**config.mk**
```make
export PLATFORM = sky130hd
export DESIGN_NAME = mem_wb_writeback
export DESIGN_NICKNAME = d
export VERILOG_FILES = /design/src/rtl/mem_wb_writeback.sv
export SDC_FILE = /design/constraint.sdc
export NUM_CORES = 1
export LEC_CHECK = 0
export BUFFER_PORTS_ARGS = -buffer_cell sky130_fd_sc_hd__buf_2
export CAP_MARGIN = 20
export CORE_AREA = 8 8 197 199
export CTS_CLUSTER_DIAMETER = 100
export DETAILED_ROUTE_END_ITERATION = 7
export DIE_AREA = 0 0 205 207
export SLEW_MARGIN = 20
export SYNTH_ARGS = -nofsm -noshare
export SYNTH_HDL_FRONTEND = slang
export SYNTH_SLANG_ARGS = --single-unit
```
**constraint.sdc**
```tcl
create_clock -name clk -period 9.3 [get_ports clk]
set_clock_uncertainty 0.1 [all_clocks]
set_input_delay 1.86 -clock clk [delete_from_list [all_inputs] [get_ports clk]]
set_output_delay 1.86 -clock clk [all_outputs]
set_load 0.01 [all_outputs]
```
**src/rtl/mem_wb_writeback.sv**
```systemverilog
// MEM/WB pipeline register and write-back stage: drives the register-file write port,
// forwards same-cycle writes to the decode read ports and tracks retired instructions.
module mem_wb_writeback #(
  parameter int DATA_W = 64,
  parameter int REG_W  = 5,
  parameter int PC_W   = 8,
  parameter int CNT_W  = 32
) (
  input  logic              clk,
  input  logic              rst,
  input  logic              mem_valid,
  input  logic              mem_MemtoReg,
  input  logic              mem_regwrite,
  input  logic [DATA_W-1:0] mem_alu_result,
  input  logic [DATA_W-1:0] mem_read_data,
  input  logic [REG_W-1:0]  mem_rd,
  input  logic [PC_W-1:0]   mem_pc,
  input  logic              stall,
  input  logic              flush,
  output logic              wb_RegWrite,
  output logic [REG_W-1:0]  wb_rd,
  output logic [DATA_W-1:0] wb_data,
  input  logic [REG_W-1:0]  id_rs1,
  input  logic [REG_W-1:0]  id_rs2,
  input  logic [DATA_W-1:0] rf_rdata1,
  input  logic [DATA_W-1:0] rf_rdata2,
  output logic [DATA_W-1:0] id_rdata1,
  output logic [DATA_W-1:0] id_rdata2,
  output logic [PC_W-1:0]   retire_pc,
  output logic [CNT_W-1:0]  retire_count
);

  logic                     vld_p1;
  logic                     memtoreg_p1;
  logic                     regwrite_p1;
  logic [REG_W-1:0]         rd_p1;
  logic signed [DATA_W-1:0] alu_p1;
  logic signed [DATA_W-1:0] ld_p1;
  logic [PC_W-1:0]          pc_p1;
  logic                     retire;

  // ---- MEM -> WB stage boundary ----
  always_ff @(posedge clk or posedge rst) begin
    if (rst) begin
      vld_p1      <= 1'b0;
      memtoreg_p1 <= 1'b0;
      regwrite_p1 <= 1'b0;
      rd_p1       <= '0;
      alu_p1      <= '0;
      ld_p1       <= '0;
      pc_p1       <= '0;
    end else begin
      if (flush)
        vld_p1 <= 1'b0;
      else if (!stall)
        vld_p1 <= mem_valid;
      if (!stall) begin
        memtoreg_p1 <= mem_MemtoReg;
        regwrite_p1 <= mem_regwrite;
        rd_p1       <= mem_rd;
        alu_p1      <= mem_alu_result;
        ld_p1       <= mem_read_data;
        pc_p1       <= mem_pc;
      end
    end
  end

  // ---- WB stage: register-file write port and decode bypass ----
  assign wb_data     = memtoreg_p1 ? ld_p1 : alu_p1;
  assign wb_rd       = rd_p1;
  assign wb_RegWrite = vld_p1 & regwrite_p1 & (rd_p1 != '0);

  // x0 is never bypassed because wb_RegWrite is already gated on rd != 0
  assign id_rdata1 = (wb_RegWrite && (wb_rd == id_rs1)) ? wb_data : rf_rdata1;
  assign id_rdata2 = (wb_RegWrite && (wb_rd == id_rs2)) ? wb_data : rf_rdata2;

  // An instruction retires on the edge where it leaves the stage, so a stalled one counts once
  assign retire = vld_p1 & ~stall;

  always_ff @(posedge clk or posedge rst) begin
    if (rst) begin
      retire_pc    <= '0;
      retire_count <= '0;
    end else if (retire) begin
      retire_pc    <= pc_p1;
      retire_count <= retire_count + {{(CNT_W-1){1'b0}}, 1'b1};
    end
  end

endmodule

```
==> results of run 1 <==
==> stage by stage <==
stage / cell area [um2] / hold WS [ns] / worst slack, ns / utilization [%] / power (mW)
finish: 13200 / 0.385 / 3.56 / 36.6 / 2.13
global route: 13200 / 0.417 / 3.46 / 36.6 / 2.24
CTS: 13100 / 0.387 / 3.57 / 36.6 / 2.17
detailed placement: 12600 / 0.378 / 3.57 / 35.0 / 1.42
global placement: 12600 / 0.376 / 3.61 / 35.0 / 1.41
floorplan: 9510 / 0.374 / 2.34 / - / 1.20
==> metal layers <==
metal | vias to the layer above | wire length (um) | GRT usage (%) | share of wire [%]
li1 | 3477 | - | - | -
met1 | 3601 | 12600 | 16.3 | 39
met2 | 300 | 16500 | 25.5 | 52
met3 | 24 | 2320 | 4.82 | 7.3
met4 | 6 | 460 | 5.13 | 1.4
met5 | - | 42 | 0 | 0.13
==> cells by family (layout without fill, tap and decap cells) <==
family                   after synthesis  in the layout  synth area share [%]
multiplexers                         345            345                  40.8
flip-flops                           184            184                  48.4
AND/OR/NAND/NOR                       61             61                  4.05
XOR/XNOR                              41             41                  3.78
buffers and inverters                 41            563                  2.57
adder cells (fa/ha/maj)                1              1                 0.132
AO/OA/AOI/OAI                          1              1                 0.224
other                                  0              6                     0
==> path summary, 6_finish.rpt <==
kind	cells past startpoint	to
worst max-delay path	7	id_rdata2[2]
worst min-delay path	1	retire_count[31]
worst max register to register	4	retire_count[29]
worst min register to register	1	retire_count[31]
max in group asynchronous	3	retire_count[25]
min in group asynchronous	2	alu_p1[12]
==> report_power, final <==
part | total, mW | internal (mW) | switching, mW | leakage (nW)
logic | 0.468 | 0.239 | 0.229 | 3.72
registers | 0.932 | 0.880 | 0.0512 | 2.22
clock network | 0.726 | 0.409 | 0.317 | 0.279
total | 2.13 | 1.53 | 0.597 | 6.22
==> cells in the final DEF (no fill, tap or decap), types with 3 or more instances in the layout <==
cell | netlist | layout
inv_1 | 4 | 3
diode_2 | 0 | 6
nand2_1 | 9 | 9
buf_4 | 0 | 6
nand4_1 | 14 | 14
xnor2_1 | 31 | 31
xor2_1 | 10 | 10
mux2_1 | 64 | 64
dfrtp_1 | 184 | 183
clkbuf_16 | 0 | 17
inv_6 | 0 | 3
nand3_1 | 11 | 11
and3_1 | 6 | 6
nor4_4 | 2 | 3
nor2_1 | 5 | 5
buf_2 | 0 | 522
mux2_2 | 280 | 280
==> final cells by class <==
type                            count  area, um2  area share, %
Multi-Input combinational cell    449       4680           35.6
Antenna cell                        6       15.0          0.114
Inverter                            4       22.5          0.171
Clock inverter                     10        120          0.913
Timing Repair Buffer              529       2670           20.3
Sequential cell                   184       4610           35.0
Clock buffer                       20        457           3.47
Tap cell                          468        586           4.45
==> registers in the layout, indices dropped and copies added, names as in the netlist <==
register,count
alu_p1,64
ld_p1,64
retire_count,32
pc_p1,8
retire_pc,8
wb_rd,5
memtoreg_p1,1
regwrite_p1,1
vld_p1,1
==> critical path, cell delays in order <==
cell	delay, ns
buf_2	0.10
xnor2_1	0.14
nand3_1	0.13
nor4_4	0.13
buf_4	0.77
mux2_2	0.42
buf_2	0.14
==> flow_metrics.env, run 1 <==
export IMPL_cts_sinks=184
export IMPL_wire_per_inst_um=19.1
export IMPL_yosysSeqAreaShare_pct=48.4
export IMPL_cts_root_buf="clkbuf_16"
export IMPL_pin_count=524
export IMPL_tightestPinTransition_ns=0.985
export IMPL_grt_pass1_vias=8415
export IMPL_place_hpwl_mm=25.0
export IMPL_cts_setup_buffers=0
export IMPL_grt_overflow=0
export IMPL_die_w_um=205
export IMPL_cp_required_ns=7.34
export IMPL_synth_fp_nets=961
export IMPL_p_per_area_nw_per_um2=162
export IMPL_synth_cells=674
export IMPL_worstSkewPairLatency_ns=0.44
export IMPL_core_area_um2=35900
export IMPL_worstSetupStartpoint="id_rs2[3]"
export IMPL_nets=1472
export IMPL_synthTopCellsByArea="dfrtp_1 48%, mux2_2 33%, mux2_1 7.6%, xnor2_1 2.9%, buf_6 1.4%"
export IMPL_postRouteAntennaNets=0
export IMPL_start_util_pct=26.5
export IMPL_ir_drop_mv=0.124
export IMPL_cts_max_level=4
export IMPL_port_buffers=523
export IMPL_relSlewSlack_pct=34.3
export IMPL_cts_buffer_depth=2
export IMPL_ctsHoldBuffers=0
export IMPL_dieArea_um2=42400
export IMPL_drt_iter0_drc=256
export IMPL_synth_most_common_cell="mux2_2"
export IMPL_synth_edf_count=0
export IMPL_cp_arrival_ns=3.78
export IMPL_final_layout_size_suffix_gt1_share_pct=71.0
export IMPL_fin_cells=1670
export IMPL_netlist_area_um2=9510
export IMPL_setup_viol=0
export IMPL_finalSetupTns_ns=0
export IMPL_hold_viol_final=0
export IMPL_synth_seq_cells=184
export IMPL_path_clk_slew_ns=0.06
export IMPL_leakage_nw=6.22
export IMPL_area_growth_pct=38.3
export IMPL_synth_top_area_share_pct=48.4
export IMPL_fin_crit_sh_pct=61.7
export IMPL_drv_slew=0
export IMPL_dp_cells=1634
export IMPL_groute_usage_overall_pct=14.6
export IMPL_cp_start_kind="input port"
export IMPL_antenna_found_initial=7
export IMPL_regToRegSetupSlack_ns=7.12
export IMPL_cap_violations=0
export IMPL_place_congestion=0.824
export IMPL_worstPathMaxFanout=64
export IMPL_worstReg2RegStart="vld_p1"
export IMPL_dr_pass1_iters=4
export IMPL_hold_path_class="reg2reg"
export IMPL_grt_max_degree=116
export IMPL_rsz0062_at_grt="no"
export IMPL_via_per_inst=4.44
export IMPL_numCtsBuffers=17
export IMPL_max_freq_mhz=174
export IMPL_cts_tree="yes"
export IMPL_fp_dieH_um=207
export IMPL_yosys_area_top_type="dfrtp_1"
export IMPL_vias=7408
export IMPL_worst_setup_path_type="in2out"
export IMPL_grt_pass1_wl_mm=48.5
export IMPL_wl_mm=31.9
export IMPL_post_cts_resized=0
export IMPL_syn_avg_cell_area_um2=14.1
export IMPL_critPathCaptureType="output port"
export IMPL_synth_common_cells="280 x mux2_2, 184 x dfrtp_1, 64 x mux2_1, 31 x xnor2_1, 24 x clkbuf_1"
export IMPL_yosysWarnings=0
export IMPL_period_needed_ns=5.74
export IMPL_drc_errors=0
export IMPL_min_from="retire_count[31]"
export IMPL_synthArstFlopShare_pct=100
export IMPL_fillCellCount=3590
export IMPL_rows=70
export IMPL_ys_types=29
export IMPL_status="completed"
export IMPL_yosys_most_used_dff="dfrtp_1"
No activity file was read; power rests on OpenSTA's default activity.
==> run 2, diff against run 1 <==
==> constraint.sdc (replaced) <==
create_clock -name clk -period 4.75 [get_ports clk]
set_clock_uncertainty 0.1 [all_clocks]
set_input_delay 0.95 -clock clk [delete_from_list [all_inputs] [get_ports clk]]
set_output_delay 0.95 -clock clk [all_outputs]
set_load 0.01 [all_outputs]
==> flow_metrics.env, run 2 (synthesized netlist as in run 1, its figures left out) <==
export IMPL_status="completed"
export IMPL_drt_iter0_drc=232
export IMPL_final_layout_size_suffix_gt1_share_pct=71.2
export IMPL_grt_pass1_wl_mm=48.9
export IMPL_leakage_nw=6.26
export IMPL_cp_start_kind="register"
export IMPL_cts_root_buf="clkbuf_16"
export IMPL_core_area_um2=35900
export IMPL_groute_usage_overall_pct=14.8
export IMPL_setup_viol=0
export IMPL_r2r_end="retire_count[15]"
export IMPL_vias=7487
export IMPL_antenna_found_initial=5
export IMPL_cp_required_ns=3.70
export IMPL_area_growth_pct=39.2
export IMPL_cts_setup_buffers=0
export IMPL_rsz0062_at_grt="no"
export IMPL_holdPathEnd="retire_count[31]"
export IMPL_cp_arrival_ns=2.74
export IMPL_finalSetupTns_ns=0
export IMPL_finalPower_mw=4.27
export IMPL_fin_crit_sh_pct=79.9
export IMPL_dieArea_um2=42400
export IMPL_r2r_cells=4
export IMPL_nets=1475
export IMPL_ir_drop_mv=0.247
export IMPL_die_w_um=205
export IMPL_largestRegisters="alu_p1: 64 flops, ld_p1: 64 flops, retire_count: 32 flops"
export IMPL_critPathCaptureType="output port"
export IMPL_wire_per_inst_um=19.3
export IMPL_wl_mm=32.2
export IMPL_holdWs_ns=0.375
export IMPL_start_util_pct=26.5
export IMPL_dr_pass1_iters=4
export IMPL_post_route_util_pct=36.9
export IMPL_postRouteAntennaNets=0
export IMPL_p_per_area_nw_per_um2=322
export IMPL_cts_tree="yes"
export IMPL_cap_violations=0
export IMPL_fp_dieH_um=207
export IMPL_whs_path_depth=1
export IMPL_slowest_delay_ns=0.57
export IMPL_tightestPinTransition_ns=0.970
export IMPL_ctsHoldBuffers=0
export IMPL_crit_chain="or4_4, o211ai_4, nor4_4, buf_4, mux2_1, buf_2"
export IMPL_final_common_cell="buf_2"
export IMPL_path_clk_slew_ns=0.07
export IMPL_cts_max_level=4
export IMPL_drv_slew=0
export IMPL_hold_path_class="reg2reg"
export IMPL_rows=70
export IMPL_relSlewSlack_pct=34.8
export IMPL_cts_sinks=184
export IMPL_period_needed_ns=3.79
export IMPL_hold_viol_final=0
export IMPL_post_cts_resized=0
export IMPL_drc_errors=0
export IMPL_place_hpwl_mm=25.5
export IMPL_slowest_stage="or4_4"
export IMPL_worstSkewPairLatency_ns=0.45
export IMPL_regToRegSetupSlack_ns=2.52
export IMPL_worst_setup_path_type="reg2out"
export IMPL_pin_count=524
export IMPL_worstPathMaxFanout=49
export IMPL_grt_pass1_vias=8337
export IMPL_dp_cells=1637
export IMPL_grt_max_degree=95
export IMPL_fin_cells=1671
export IMPL_final_cell_mix="522 x buf_2, 280 x mux2_2, 183 x dfrtp_1"
export IMPL_cts_buffer_depth=2
export IMPL_worstReg2RegStart="vld_p1"
export IMPL_min_from="retire_count[31]"
export IMPL_place_congestion=0.792
export IMPL_via_per_inst=4.48
export IMPL_max_freq_mhz=264
export IMPL_port_buffers=523
export IMPL_numCtsBuffers=17
export IMPL_grt_overflow=0
run 2: worst max-delay path, delay by kind of cell, from the launching register on:
family / cells / cell delay [ns]
flops: 1 / 0.45
buf+inv: 2 / 0.44
simple gates: 2 / 0.65
mux: 1 / 0.41
compound gates: 1 / 0.25
run 2: per-stage QoR:
step | setup slack [ns] | instance area, um2
final | 0.955 | 13200
after global routing | 0.848 | 13200
after CTS | 0.922 | 13200
after detailed placement | 0.985 | 12600
after global placement | 0.992 | 12600
after floorplan | 1.34 | 9510
run 2: worst max path at each step:
| stage | startpoint | depth (start not counted) | end |
|---|---|---|---|
| 2_1_floorplan | rst | 1 | alu_p1[0] |
| 6_report | wb_rd[1] | 6 | id_rdata2[15] |
| 3_5_place_dp | id_rs1[4] | 7 | id_rdata1[6] |
| 3_3_place_gp | id_rs1[4] | 7 | id_rdata1[6] |
| 5_1_grt | wb_rd[1] | 6 | id_rdata2[26] |
| 4_1_cts | wb_rd[1] | 6 | id_rdata2[30] |
run 2: layer usage:
layer | track usage [%] | part of all wire, %
met5 | 0 | 0.071
met4 | 4.68 | 1.7
met3 | 5.56 | 9.0
met2 | 25.7 | 50
met1 | 16.5 | 39
run 2: area by class of cell:
class                      count  area (um2)
sequential                   184        4610
clock inverter                15         200
multi-input combinational    449        4670
inverter                       4        18.8
antenna                        2        5.00
tap                          468         586
clock buffer                  17         425
fill                        3598       22700
timing repair buffer         532        2730
run 2: where the power goes:
part           switching [mW]  leakage, nW  internal (mW)  total [mW]
Sequential             0.0997         2.22           1.72        1.82
Combinational           0.445         3.75          0.473       0.918
Clock                   0.644        0.301          0.883        1.53
==> run 3, diff against run 2 <==
--- a/config.mk
+++ b/config.mk
@@ -7,10 +7,10 @@
 export LEC_CHECK = 0
 export BUFFER_PORTS_ARGS = -buffer_cell sky130_fd_sc_hd__buf_2
 export CAP_MARGIN = 20
-export CORE_AREA = 8 8 197 199
+export CORE_AREA = 8 8 199 201
 export CTS_CLUSTER_DIAMETER = 100
 export DETAILED_ROUTE_END_ITERATION = 7
-export DIE_AREA = 0 0 205 207
+export DIE_AREA = 0 0 207 209
 export SLEW_MARGIN = 20
 export SYNTH_ARGS = -nofsm -noshare
 export SYNTH_HDL_FRONTEND = slang
==> constraint.sdc (replaced) <==
create_clock -name clk -period 3.76 [get_ports clk]
set_clock_uncertainty 0.1 [all_clocks]
set_input_delay 0.752 -clock clk [delete_from_list [all_inputs] [get_ports clk]]
set_output_delay 0.752 -clock clk [all_outputs]
set_load 0.01 [all_outputs]
==> flow_metrics.env, run 3 (synthesized netlist as in run 1, its figures left out) <==
export IMPL_status="completed"
export IMPL_final_layout_size_suffix_gt1_share_pct=71.2
export IMPL_pin_count=524
export IMPL_crit_chain="or4_4, o211ai_4, nor4_4, buf_12, mux2_1, buf_2"
export IMPL_hold_viol_final=0
export IMPL_cp_required_ns=2.91
export IMPL_port_buffers=523
export IMPL_worstPathMaxFanout=43
export IMPL_ir_drop_mv=0.294
export IMPL_cts_tree="yes"
export IMPL_finalPower_mw=5.28
export IMPL_fin_ws_ns=0.240
export IMPL_place_hpwl_mm=27.1
export IMPL_grt_pass1_vias=8612
export IMPL_final_common_cell="buf_2"
export IMPL_nets=1480
export IMPL_grt_overflow=0
export IMPL_wire_per_inst_um=20.0
export IMPL_post_cts_resized=0
export IMPL_place_ws_ns=0.559
export IMPL_largestRegisters="alu_p1: 64 flops, ld_p1: 64 flops, retire_count: 32 flops"
export IMPL_tightestPinTransition_ns=0.809
export IMPL_finalSetupTns_ns=0
export IMPL_cp_arrival_ns=2.67
export IMPL_critPathCaptureType="output port"
export IMPL_setup_viol=0
export IMPL_fp_dieH_um=209
export IMPL_slowest_delay_ns=0.58
export IMPL_period_needed_ns=3.52
export IMPL_drc_errors=0
export IMPL_cts_setup_buffers=0
export IMPL_vias=7584
export IMPL_cap_violations=0
export IMPL_ctsHoldBuffers=0
export IMPL_cp_start_kind="register"
export IMPL_groute_usage_overall_pct=15.1
export IMPL_grt_pass1_wl_mm=51.2
export IMPL_postRouteAntennaNets=0
export IMPL_final_cell_mix="522 x buf_2, 280 x mux2_2, 183 x dfrtp_1"
export IMPL_start_util_pct=26.2
export IMPL_cts_buffer_depth=2
export IMPL_die_w_um=207
export IMPL_wl_mm=33.4
export IMPL_antenna_found_initial=6
export IMPL_relSlewSlack_pct=45.6
export IMPL_rsz0062_at_grt="no"
export IMPL_path_clk_slew_ns=0.08
export IMPL_area_growth_pct=39.6
export IMPL_core_area_um2=36300
export IMPL_drv_slew=0
export IMPL_numCtsBuffers=17
export IMPL_rows=70
export IMPL_post_route_util_pct=36.6
export IMPL_leakage_nw=6.29
export IMPL_p_per_area_nw_per_um2=397
export IMPL_via_per_inst=4.53
export IMPL_drt_iter0_drc=260
export IMPL_dr_pass1_iters=4
export IMPL_cts_max_level=4
export IMPL_dieArea_um2=43300
export IMPL_cts_root_buf="clkbuf_16"
export IMPL_hold_path_class="in2async"
export IMPL_cts_sinks=184
export IMPL_max_freq_mhz=284
export IMPL_grt_max_degree=86
export IMPL_place_congestion=0.876
export IMPL_worstSkewPairLatency_ns=0.44
export IMPL_worst_setup_path_type="reg2out"
export IMPL_slowest_stage="or4_4"
export IMPL_fin_crit_sh_pct=93.6
-- run 3: worst max-delay path: cells and delay by family (launching register included) --
kind	cells	cell delay, ns
and+or+nand+nor	2	0.68
AOI/OAI and AO/OA	1	0.26
buffers and inverters	2	0.36
DFF	1	0.46
muxes	1	0.41
-- run 3: metrics by stage --
step                      cell area, um2  cells  hold slack [ns]
final                              13300   1675            0.242
after CTS                          13300   1674            0.219
after global placement             12700   1642            0.354
after floorplan                     9510    674            0.374
after detailed placement           12700   1642            0.365
after global routing               13300   1674            0.236
-- run 3: report_power, final --
| group | leakage (nW) | internal [mW] | switching (mW) |
|---|---|---|---|
| registers | 2.22 | 2.18 | 0.133 |
| logic | 3.78 | 0.600 | 0.571 |
| clock network | 0.294 | 0.902 | 0.896 |
| total | 6.29 | 3.68 | 1.60 |
-- run 3: area by class of cell --
cell class | instances | area [um2]
multi-input combinational | 449 | 4670
timing repair buffer | 537 | 2790
antenna | 1 | 2.50
tap | 468 | 586
clock inverter | 15 | 176
sequential | 184 | 4610
inverter | 4 | 18.8
fill | 3632 | 23000
clock buffer | 17 | 425
-- run 3: final timing paths --
check	from	endpoint	depth (start not counted)	slack, ns
worst min register to register	retire_count[31]	retire_count[31]	1	0.38
min in group clk	flush	vld_p1	2	0.36
worst max register to register	retire_count[8]	retire_count[24]	4	1.77
worst max-delay path	wb_rd[1]	id_rdata2[10]	6	0.24
max in group asynchronous	rst	ld_p1[33]	3	2.50
worst min-delay path	rst	retire_count[3]	2	0.24
-- run 3: metal layers --
layer / up-vias / part of all wire [%] / GRT usage [%]
met2: 334 / 49 / 25.7
met3: 43 / 8.4 / 6.32
met1: 3708 / 39 / 16.8
met5: - / 0.19 / 0
li1: 3489 / - / -
met4: 10 / 2.8 / 5.45
